[src/rtl/rice_stream_decoder.sv]
// Streaming Rice (Golomb power-of-two) block decoder with in-band per-block option IDs.
// MSB-first bitstream words in, N-bit samples out; an all-ones ID selects raw samples.
module rice_stream_decoder #(
  parameter int unsigned WORD_W = 32,
  parameter int unsigned N      = 16,
  parameter int unsigned ID_W   = 4,
  parameter int unsigned J_MAX  = 64,
  parameter int unsigned FS_MAX = 64
) (
  input  logic                       clk,
  input  logic                       reset,
  input  logic [$clog2(J_MAX+1)-1:0] j,
  input  logic [WORD_W-1:0]          in_data,
  input  logic                       in_valid,
  output logic                       in_ready,
  output logic [N-1:0]               sym,
  output logic                       sym_valid,
  input  logic                       sym_ready,
  output logic                       sym_last,
  output logic [ID_W-1:0]            blk_k,
  output logic                       err_fs,
  output logic                       err_ovf
);

  localparam int unsigned BUF_W  = 2 * WORD_W;
  localparam int unsigned FILL_W = $clog2(BUF_W + 1);
  localparam int unsigned JW     = $clog2(J_MAX + 1);
  localparam int unsigned FSW    = $clog2(FS_MAX + 1);
  localparam int unsigned KMAX   = (1 << ID_W) - 2;
  localparam int unsigned WIDE_W = (FSW + KMAX > N) ? FSW + KMAX : N + 1;

  localparam logic [2:0] StId   = 3'd0;
  localparam logic [2:0] StFs   = 3'd1;
  localparam logic [2:0] StKb   = 3'd2;
  localparam logic [2:0] StRaw  = 3'd3;
  localparam logic [2:0] StEmit = 3'd4;
  localparam logic [2:0] StHalt = 3'd5;

  logic [BUF_W-1:0]  buf_q, buf_d;
  logic [FILL_W-1:0] fill_q, fill_d, fill_after, consume;
  logic [2:0]        state_q, state_d;
  logic [ID_W-1:0]   blk_k_q, blk_k_d, id_bits;
  logic [JW-1:0]     j_q, j_d, cnt_q, cnt_d;
  logic [FSW-1:0]    fs_q, fs_d;
  logic [N-1:0]      sym_q, sym_d, kbits;
  logic              sym_valid_q, sym_valid_d, sym_last_q, sym_last_d;
  logic              err_fs_q, err_fs_d, err_ovf_q, err_ovf_d;
  logic [WIDE_W-1:0] fs_shift;
  logic              ovf, load;

  assign in_ready  = !reset && (fill_q <= FILL_W'(WORD_W)) && (state_q != StHalt);
  assign load      = in_valid && in_ready;
  assign id_bits   = buf_q[BUF_W-1 -: ID_W];
  // Remainder bits sit at the top of the buffer; right-justify them.
  assign kbits     = N'(buf_q >> (FILL_W'(BUF_W) - FILL_W'(blk_k_q)));
  assign fs_shift  = {{(WIDE_W-FSW){1'b0}}, fs_q} << blk_k_q;
  assign ovf       = |(fs_shift >> N);

  assign sym       = sym_q;
  assign sym_valid = sym_valid_q;
  assign sym_last  = sym_last_q;
  assign blk_k     = blk_k_q;
  assign err_fs    = err_fs_q;
  assign err_ovf   = err_ovf_q;

  always_comb begin
    state_d     = state_q;
    blk_k_d     = blk_k_q;
    j_d         = j_q;
    cnt_d       = cnt_q;
    fs_d        = fs_q;
    sym_d       = sym_q;
    sym_valid_d = sym_valid_q;
    sym_last_d  = sym_last_q;
    err_fs_d    = err_fs_q;
    err_ovf_d   = err_ovf_q;
    consume     = '0;

    unique case (state_q)
      StId: begin
        if (fill_q >= FILL_W'(ID_W)) begin
          consume = FILL_W'(ID_W);
          blk_k_d = id_bits;
          j_d     = (j == '0) ? JW'(J_MAX) : j;
          cnt_d   = '0;
          fs_d    = '0;
          state_d = (&id_bits) ? StRaw : StFs;
        end
      end
      StFs: begin
        if (fill_q != '0) begin
          consume = FILL_W'(1);
          if (!buf_q[BUF_W-1]) begin
            if (fs_q == FSW'(FS_MAX)) begin
              err_fs_d = 1'b1;
              state_d  = StHalt;
            end else begin
              fs_d = fs_q + FSW'(1);
            end
          end else if (blk_k_q != '0) begin
            state_d = StKb;
          end else begin
            sym_d       = fs_shift[N-1:0];
            err_ovf_d   = err_ovf_q | ovf;
            sym_valid_d = 1'b1;
            sym_last_d  = (cnt_q == j_q - JW'(1));
            state_d     = StEmit;
          end
        end
      end
      StKb: begin
        if (fill_q >= FILL_W'(blk_k_q)) begin
          consume     = FILL_W'(blk_k_q);
          sym_d       = fs_shift[N-1:0] | kbits;
          err_ovf_d   = err_ovf_q | ovf;
          sym_valid_d = 1'b1;
          sym_last_d  = (cnt_q == j_q - JW'(1));
          state_d     = StEmit;
        end
      end
      StRaw: begin
        if (fill_q >= FILL_W'(N)) begin
          consume     = FILL_W'(N);
          sym_d       = buf_q[BUF_W-1 -: N];
          sym_valid_d = 1'b1;
          sym_last_d  = (cnt_q == j_q - JW'(1));
          state_d     = StEmit;
        end
      end
      StEmit: begin
        if (sym_ready) begin
          sym_valid_d = 1'b0;
          sym_last_d  = 1'b0;
          cnt_d       = cnt_q + JW'(1);
          fs_d        = '0;
          state_d     = sym_last_q ? StId : ((&blk_k_q) ? StRaw : StFs);
        end
      end
      StHalt: ;
      default: state_d = StId;
    endcase

    // New word lands directly below whatever survives this cycle's consume.
    fill_after = fill_q - consume;
    buf_d      = buf_q << consume;
    fill_d     = fill_after;
    if (load) begin
      buf_d  = buf_d | ({in_data, {WORD_W{1'b0}}} >> fill_after);
      fill_d = fill_after + FILL_W'(WORD_W);
    end
  end

  always_ff @(posedge clk) begin
    if (reset) begin
      buf_q       <= '0;
      fill_q      <= '0;
      state_q     <= StId;
      blk_k_q     <= '0;
      j_q         <= '0;
      cnt_q       <= '0;
      fs_q        <= '0;
      sym_q       <= '0;
      sym_valid_q <= 1'b0;
      sym_last_q  <= 1'b0;
      err_fs_q    <= 1'b0;
      err_ovf_q   <= 1'b0;
    end else begin
      buf_q       <= buf_d;
      fill_q      <= fill_d;
      state_q     <= state_d;
      blk_k_q     <= blk_k_d;
      j_q         <= j_d;
      cnt_q       <= cnt_d;
      fs_q        <= fs_d;
      sym_q       <= sym_d;
      sym_valid_q <= sym_valid_d;
      sym_last_q  <= sym_last_d;
      err_fs_q    <= err_fs_d;
      err_ovf_q   <= err_ovf_d;
    end
  end

endmodule

[config.mk]
export PLATFORM = sky130hd
export DESIGN_NAME = rice_stream_decoder
export DESIGN_NICKNAME = d
export VERILOG_FILES = /design/src/rtl/rice_stream_decoder.sv
export SDC_FILE = /design/constraint.sdc
export NUM_CORES = 1
export LEC_CHECK = 0
export ABC_AREA = 1
export ABC_CLOCK_PERIOD_IN_PS = 7060
export BUFFER_PORTS_ARGS = -buffer_cell sky130_fd_sc_hd__buf_2
export CORE_MARGIN = 2
export CORE_UTILIZATION = 31
export CTS_CLUSTER_DIAMETER = 30
export DETAILED_ROUTE_END_ITERATION = 10
export GPL_TIMING_DRIVEN = 0
export HOLD_SLACK_MARGIN = 0.02
export PLACE_DENSITY = 0.46
export SLEW_MARGIN = 20
export SYNTH_ARGS = -nofsm -noshare
export SYNTH_HDL_FRONTEND = slang
export SYNTH_SLANG_ARGS = --single-unit
export TNS_END_PERCENT = 30
[constraint.sdc]
create_clock -name clk -period 7.06 [get_ports clk]
set_clock_uncertainty 0.05 [all_clocks]
set_input_delay 1.059 -clock clk [delete_from_list [all_inputs] [get_ports clk]]
set_output_delay 1.059 -clock clk [all_outputs]
set_load 0.02 [all_outputs]
==> results of run 1 <==
## Yosys cell counts (20+ instances only)
cell / count
sky130_fd_sc_hd__nand3_1: 660
sky130_fd_sc_hd__nand2_1: 613
sky130_fd_sc_hd__o21ai_0: 197
sky130_fd_sc_hd__inv_1: 145
sky130_fd_sc_hd__nor2_1: 123
sky130_fd_sc_hd__dfxtp_1: 119
sky130_fd_sc_hd__a21oi_1: 78
sky130_fd_sc_hd__clkbuf_1: 68
sky130_fd_sc_hd__buf_2: 60
sky130_fd_sc_hd__buf_4: 24
sky130_fd_sc_hd__nor3_1: 22
sky130_fd_sc_hd__a31oi_1: 20
## critical path, cell delays in order (launching register included)
cell and delay, ns:
sky130_fd_sc_hd__dfxtp_1 0.45, sky130_fd_sc_hd__clkbuf_1 0.33, sky130_fd_sc_hd__inv_1 0.09, sky130_fd_sc_hd__clkbuf_1 0.32, sky130_fd_sc_hd__ha_1 0.42, sky130_fd_sc_hd__nand2_1 0.05
sky130_fd_sc_hd__nor2_1 0.10, sky130_fd_sc_hd__nor2_1 0.06, sky130_fd_sc_hd__nand2_2 0.16, sky130_fd_sc_hd__nand2_1 0.15, sky130_fd_sc_hd__nand2_2 0.19, sky130_fd_sc_hd__buf_4 0.25
sky130_fd_sc_hd__buf_4 0.22, sky130_fd_sc_hd__ha_1 0.21, sky130_fd_sc_hd__fa_1 0.44, sky130_fd_sc_hd__buf_2 0.18, sky130_fd_sc_hd__inv_1 0.16, sky130_fd_sc_hd__clkbuf_1 0.35
sky130_fd_sc_hd__o21ai_0 0.20, sky130_fd_sc_hd__o21ai_0 0.41, sky130_fd_sc_hd__inv_1 0.11, sky130_fd_sc_hd__o31ai_1 0.60, sky130_fd_sc_hd__nand2_1 0.25, sky130_fd_sc_hd__nand3_1 0.15
sky130_fd_sc_hd__nand2_1 0.09, sky130_fd_sc_hd__inv_1 0.08
## final timing paths
kind	start	endpoint	depth (start not counted)
worst max-delay path	blk_k[1]	buf_q[40]	25
worst min-delay path	sym_valid	sym_valid	2
worst max register to register	blk_k[1]	buf_q[40]	25
worst min register to register	sym_valid	sym_valid	2
## cell families after synthesis
logic type,after synthesis,synth area share [%]
AO/OA/AOI/OAI,351,15.1
XOR/XNOR,13,0.955
adder cells (fa/ha/maj),16,1.63
buffers and inverters,330,11.2
flip-flops,119,18.7
multiplexers,12,0.945
AND/OR/NAND/NOR,1472,51.5
## metal layers
layer  share of wire [%]  vias to the layer above
li1                    -                     8021
met1                  42                     7956
met2                  45                      849
met3                 7.4                      186
met4                 5.4                        2
met5               0.019                        -
## final cells by class
type	instances	area [um2]
Sequential cell	119	2380
Multi-Input combinational cell	1864	8910
Fill cell	4670	26400
Clock buffer	23	478
Timing Repair Buffer	66	330
Buffer	170	818
Clock inverter	8	97.6
Tap cell	532	666
Inverter	160	601
## through the flow
stage / worst slack (ns) / instance area, um2 / hold slack (ns)
after CTS: 1.11 / 14300 / 0.422
after detailed placement: 1.14 / 13700 / 0.413
after global placement: 1.00 / 13700 / 0.402
final: 0.893 / 14300 / 0.417
after global routing: 0.459 / 14300 / 0.451
after floorplan: 2.59 / 12700 / 0.403
## state kept, by name, indices dropped and copies added, names as in the netlist, 3 cells and up
name and cells:
sym 16, blk_k 4, fill_q 7, j_q 7, state_q 3, cnt_q 7, fs_q 7, buf_q 64
## placed cells by master, fill, tap and decap left out, types with 4 or more instances in the layout
cell type / n
sky130_fd_sc_hd__a211oi_1: 8
sky130_fd_sc_hd__a21oi_1: 78
sky130_fd_sc_hd__a31oi_1: 20
sky130_fd_sc_hd__buf_1: 16
sky130_fd_sc_hd__buf_2: 126
sky130_fd_sc_hd__buf_4: 24
sky130_fd_sc_hd__clkbuf_1: 71
sky130_fd_sc_hd__clkbuf_16: 17
sky130_fd_sc_hd__dfxtp_1: 119
sky130_fd_sc_hd__ha_1: 15
sky130_fd_sc_hd__inv_1: 145
sky130_fd_sc_hd__inv_2: 14
sky130_fd_sc_hd__mux2i_1: 12
sky130_fd_sc_hd__nand2_1: 613
sky130_fd_sc_hd__nand2_2: 6
sky130_fd_sc_hd__nand3_1: 660
sky130_fd_sc_hd__nand4_1: 12
sky130_fd_sc_hd__nor2_1: 123
sky130_fd_sc_hd__nor3_1: 22
sky130_fd_sc_hd__nor3b_1: 6
sky130_fd_sc_hd__o211ai_1: 12
sky130_fd_sc_hd__o21ai_0: 197
sky130_fd_sc_hd__o21ai_1: 9
sky130_fd_sc_hd__o221ai_1: 4
sky130_fd_sc_hd__o22ai_1: 10
sky130_fd_sc_hd__or2_2: 14
sky130_fd_sc_hd__xor2_1: 9
==> qor.log, run 1 <==
INFO  yosys          yosysTopAreaCell=sky130_fd_sc_hd__nand3_1
INFO  timing         timing.final.hold_violations=0
INFO  cts            post-cts-setup-buffers=0
INFO  outcome        outcome=completed
INFO  cts            clk_root_buffer_cell=sky130_fd_sc_hd__clkbuf_16
INFO  cts            cts.sink_count=119
INFO  hold_path      class_of_the_tightest_hold_or_removal_check=reg -> reg
INFO  drt            avgRoutedWirePerCell=23.7um
INFO  timing         max_freq=162MHz
INFO  yosys          postSynth.topFlopCell=sky130_fd_sc_hd__dfxtp_1
INFO  placement      dp_hpwl=56,700um
INFO  grt            global_route.overflow_total=0
INFO  yosys          synth_top_cells_by_area=sky130_fd_sc_hd__nand3_1, sky130_fd_sc_hd__dfxtp_1, sky130_fd_sc_hd__nand2_1
INFO  finish         area.growth.synth_to_final=12.4%
INFO  yosys          post_synth_inst_count=2,313
INFO  cts            clock_pin_slew_on_the_worst_setup_and_hold_paths=0.06ns
INFO  cts            worstSkewPairLatency=0.47ns
INFO  yosys          synth_fp_nets=2,372
INFO  yosys          synth_seq_area_share=18.7%
INFO  grt            grt_start_max_net_pins=17
INFO  placement      port_buffers=66
INFO  floorplan      floorplan.initialDensity=31.3%
INFO  critical_path  critPathRequiredTime=7.41ns
INFO  finish         layout.core_utilization=35.1%
INFO  grt            antenna_violations_before_repair=1
INFO  floorplan      die_w=206um
INFO  drt            vias=17,000
INFO  yosys          synth_edf_count=0
INFO  floorplan      core.rowCount=74
INFO  cts            clock_path_buffers=2
INFO  placement      place_inst=2,911
INFO  timing         layout_min_cycle_time=6.17ns
INFO  placement      gp_routability_congestion=1.02
INFO  finish         final_nets=2,457
INFO  grt            grt_util_met1=42.3%
INFO  drt            remaining_drc_errors=0
INFO  timing         final_cycle_utilization_of_the_critical_path=87.3%
INFO  critical_path  crit_type=reg -> reg
INFO  drt            postRouteWirelength=69,900um
INFO  run            drv_cap=0
INFO  floorplan      fp.dieH=206um
INFO  yosys          syn_area_per_cell=5.50um2
INFO  yosys          post_synth_num_cell_types=51
INFO  cts            numCtsBuffers=17
INFO  floorplan      dieArea=42,600um2
INFO  grt            grt.met2_usage=53.8%
INFO  drt            violation_count_after_the_first_detailed_routing_iteration=2,001
INFO  drt            drt-vias-per-instance=5.78
INFO  yosys          postSynthRegisterBits=119
INFO  yosys          post_synth_instance_area=12,700um2
INFO  grt            grt_pass1_vias=16,200
INFO  yosys          yosys_warnings=0
INFO  drt            total_iterations_of_the_first_detailed_routing_run=6
INFO  timing         grt_setup_unrepaired=false
INFO  critical_path  crit_fanout=11
INFO  finish         final-instance-count-excl-fill=2,942
INFO  grt            grt_most_used_layer=met2
INFO  finish         antenna_cells_inserted=0
INFO  timing         timing_worst_slew_pin_value=1.05ns
INFO  floorplan      pin_count=68
INFO  cts            hold_buffers=0
INFO  timing         timing_max_transition_violations_final=0
INFO  critical_path  end_kind=flip-flop
INFO  yosys          async_reset_ff_share=0%
INFO  timing         setup_viol_count_final=0
INFO  floorplan      coreArea=40,600um2
INFO  timing         final.setup.tns=0ns
INFO  cts            cts_tree=yes
INFO  cts            htreeDepth=4
INFO  cts            ctsResizeCount=0
INFO  grt            grt_first_pass_wirelength=103,000um
INFO  critical_path  r2r_slack=0.89ns
INFO  grt            overall_global_routing_resource_usage=33.0%
INFO  finish         drive_above_1_share=9.38%
INFO  timing         maxSlewHeadroom=29.8%
INFO  critical_path  kind_of_launch_point_of_the_worst_setup_path=flip-flop
INFO  critical_path  cp_data_arrival_time=6.52ns
INFO  grt            grt.met3_usage=5.05%
INFO  drt            drt.antenna.violating_nets=0
INFO  yosys          fraction_of_synthesized_cell_area_taken_by_the_top_area_cell_type=26.0%
Power of run 1 is left out: the tool's default activity adds up to more than one toggle a clock period on the data nets, which glitch-free logic cannot reach.
==> run 2, diff against run 1 <==
- ABC_CLOCK_PERIOD_IN_PS: 7060 -> unset
- BUFFER_PORTS_ARGS: -buffer_cell sky130_fd_sc_hd__buf_2 -> -buffer_cell sky130_fd_sc_hd__buf_4
- PLACE_DENSITY: 0.46 -> 0.48
- clock period: 7.06 -> 5.6 ns (I/O delays scaled with it)
==> run 2 against run 1 <==
Effect of this change: hold slack improved by 0.0055 ns; flip-flop and latch count did not move; via count rose by 1.4%; utilization rose by 0.62 points; clock-buffer cell count fell by 5; final cell count barely moved; critical path depth fell by 3; non-clock buffer count rose by 1; wire length fell by 0.14%; first-iteration DRC count fell by 8.2%; register-to-register slack got worse by 0.74 ns; maximum frequency rose by 13%.
==> qor.log, run 2 (synthesis results as in run 1) <==
INFO  drt            drt-vias-per-instance=5.86
INFO  floorplan      die_w=206um
INFO  drt            avgRoutedWirePerCell=23.7um
INFO  placement      dp_hpwl=56,900um
INFO  timing         layout_min_cycle_time=5.45ns
INFO  critical_path  crit_fanout=10
INFO  grt            global_route.overflow_total=0
INFO  run            drv_cap=0
INFO  drt            drt.antenna.violating_nets=0
INFO  cts            worstSkewPairLatency=0.49ns
INFO  drt            violation_count_after_the_first_detailed_routing_iteration=1,837
INFO  hold_path      hold_path_depth=2
INFO  drt            postRouteWirelength=69,800um
INFO  finish         layout.core_utilization=35.8%
INFO  floorplan      coreArea=40,600um2
INFO  outcome        outcome=completed
INFO  grt            grt_start_max_net_pins=17
INFO  timing         max_freq=184MHz
INFO  floorplan      pin_count=68
INFO  grt            antenna_violations_before_repair=0
INFO  timing         timing_max_transition_violations_final=0
INFO  finish         largest_register_ffs=64
INFO  placement      detailed_place.area=13,900um2
INFO  timing         setup_viol_count_final=0
INFO  finish         final_common_cell=sky130_fd_sc_hd__nand3_1
INFO  finish         top_register=buf_q
INFO  floorplan      fp.dieH=206um
INFO  grt            grt_first_pass_wirelength=102,000um
INFO  critical_path  kind_of_launch_point_of_the_worst_setup_path=flip-flop
INFO  drt            vias=17,200
INFO  timing         final_cycle_utilization_of_the_critical_path=97.3%
INFO  floorplan      dieArea=42,600um2
INFO  finish         area.growth.synth_to_final=14.4%
INFO  timing         timing_worst_slew_pin_value=0.997ns
INFO  placement      port_buffers=66
INFO  cts            htreeDepth=4
INFO  floorplan      core.rowCount=74
INFO  finish         nFillCells=4,726
INFO  critical_path  r2r_cells=22
INFO  hold_path      class_of_the_tightest_hold_or_removal_check=reg -> reg
INFO  cts            cts_tree=yes
INFO  finish         postLayoutCellArea=14,500um2
INFO  critical_path  r2r_slack=0.15ns
INFO  finish         drive_above_1_share=10.4%
INFO  timing         timing.final.hold_violations=0
INFO  critical_path  critPathRequiredTime=5.91ns
INFO  grt            grt_pass1_vias=16,000
INFO  cts            clock_pin_slew_on_the_worst_setup_and_hold_paths=0.06ns
INFO  finish         final_nets=2,458
INFO  drt            total_iterations_of_the_first_detailed_routing_run=6
INFO  cts            clock_path_buffers=2
INFO  cts            numCtsBuffers=17
INFO  placement      gp_routability_congestion=1.04
INFO  hold_path      hold_start=err_ovf
INFO  finish         layout.cells.most_common_list=sky130_fd_sc_hd__nand3_1, sky130_fd_sc_hd__nand2_1, sky130_fd_sc_hd__o21ai_0, sky130_fd_sc_hd__inv_1, sky130_fd_sc_hd__nor2_1
INFO  critical_path  end_kind=flip-flop
INFO  critical_path  crit-reg2reg-launch=blk_k[3]
INFO  cts            cts.sink_count=119
INFO  critical_path  cp_data_arrival_time=5.76ns
INFO  drt            remaining_drc_errors=0
INFO  critical_path  reg2reg_to=buf_q[17]
INFO  critical_path  crit_type=reg -> reg
INFO  floorplan      floorplan.initialDensity=31.3%
INFO  finish         antenna_cells_inserted=0
INFO  grt            overall_global_routing_resource_usage=32.9%
INFO  timing         maxSlewHeadroom=33.5%
INFO  cts            clk_root_buffer_cell=sky130_fd_sc_hd__clkbuf_16
INFO  timing         grt_setup_unrepaired=false
INFO  hold_path      min_to=err_ovf
## run 2: changes by cell type in the layout (fill, tap and decap cells not counted), moves of 8 or more
cell                       previous run  this run
sky130_fd_sc_hd__buf_4               24        93
sky130_fd_sc_hd__o21ai_0            197       187
sky130_fd_sc_hd__clkbuf_2             0         8
sky130_fd_sc_hd__clkbuf_1            71        57
sky130_fd_sc_hd__o21ai_1              9        17
sky130_fd_sc_hd__buf_2              126        59
## run 2: worst max-delay path, stage by stage, from the launching register on
cell                       delay [ns]
sky130_fd_sc_hd__dfxtp_2         0.44
sky130_fd_sc_hd__clkinv_2        0.19
sky130_fd_sc_hd__clkbuf_2        0.27
sky130_fd_sc_hd__ha_1            0.37
sky130_fd_sc_hd__nand2_1         0.07
sky130_fd_sc_hd__nor2_1          0.04
sky130_fd_sc_hd__nor2_1          0.14
sky130_fd_sc_hd__nand2_2         0.15
sky130_fd_sc_hd__nand2_1         0.15
sky130_fd_sc_hd__nand2_2         0.15
sky130_fd_sc_hd__buf_4           0.23
sky130_fd_sc_hd__buf_4           0.19
sky130_fd_sc_hd__ha_1            0.22
sky130_fd_sc_hd__fa_1            0.50
sky130_fd_sc_hd__xnor2_4         0.34
sky130_fd_sc_hd__clkbuf_1        0.43
sky130_fd_sc_hd__mux2i_1         0.37
sky130_fd_sc_hd__o21ai_0         0.23
sky130_fd_sc_hd__nor2_1          0.24
sky130_fd_sc_hd__nand2_1         0.08
sky130_fd_sc_hd__nand2_1         0.10
sky130_fd_sc_hd__nor2_1          0.07
sky130_fd_sc_hd__a21oi_1         0.29
## run 2: worst max path at each step
stage                     slack, ns      from   endpoint
final                          0.15  blk_k[3]  buf_q[17]
after CTS                      0.01  blk_k[2]  buf_q[25]
after detailed placement      -0.27  blk_k[1]  buf_q[25]
after global placement        -0.32  blk_k[1]  buf_q[25]
after global routing          0.003  blk_k[3]  buf_q[43]
after floorplan                1.13  blk_k[1]  buf_q[31]
## run 2: what timing repair did
item                       4_1_cts  5_1_grt
setup endpoints to repair       42       62
gates cloned                     0        0
gates resized for setup          8       31
setup buffers                    0        3
hold buffers                     0        0
## run 2: final cells by class
type / count / area [um2] / share of cell area [%]
Multi-Input combinational cell: 1864 / 8950 / 61.6
Sequential cell: 119 / 2380 / 16.4
Buffer: 168 / 827 / 5.69
Tap cell: 532 / 666 / 4.58
Inverter: 160 / 606 / 4.17
Timing Repair Buffer: 69 / 518 / 3.56
Clock buffer: 18 / 439 / 3.02
Clock inverter: 13 / 146 / 1.01
## run 2: layer usage
layer / global-route usage [%] / vias up / routed length [um]
li1: - / 8026 / -
met2: 52.5 / 951 / 30900
met5: 0 / - / 0
met4: 17.2 / 0 / 4120
met1: 41.4 / 8077 / 28400
met3: 6.95 / 191 / 6300
## run 2: per-stage QoR
stage               instances  setup WS (ns)  hold WS, ns  TNS, ns
floorplan                2313           1.13        0.403        0
global placement         2911         -0.322        0.408    -3.22
detailed placement       2911         -0.272        0.421    -3.14
CTS                      2941         0.0102        0.435        0
global route             2943        0.00261        0.464        0
finish                   2943          0.152        0.423        0
Power of run 2 is left out for the same reason.
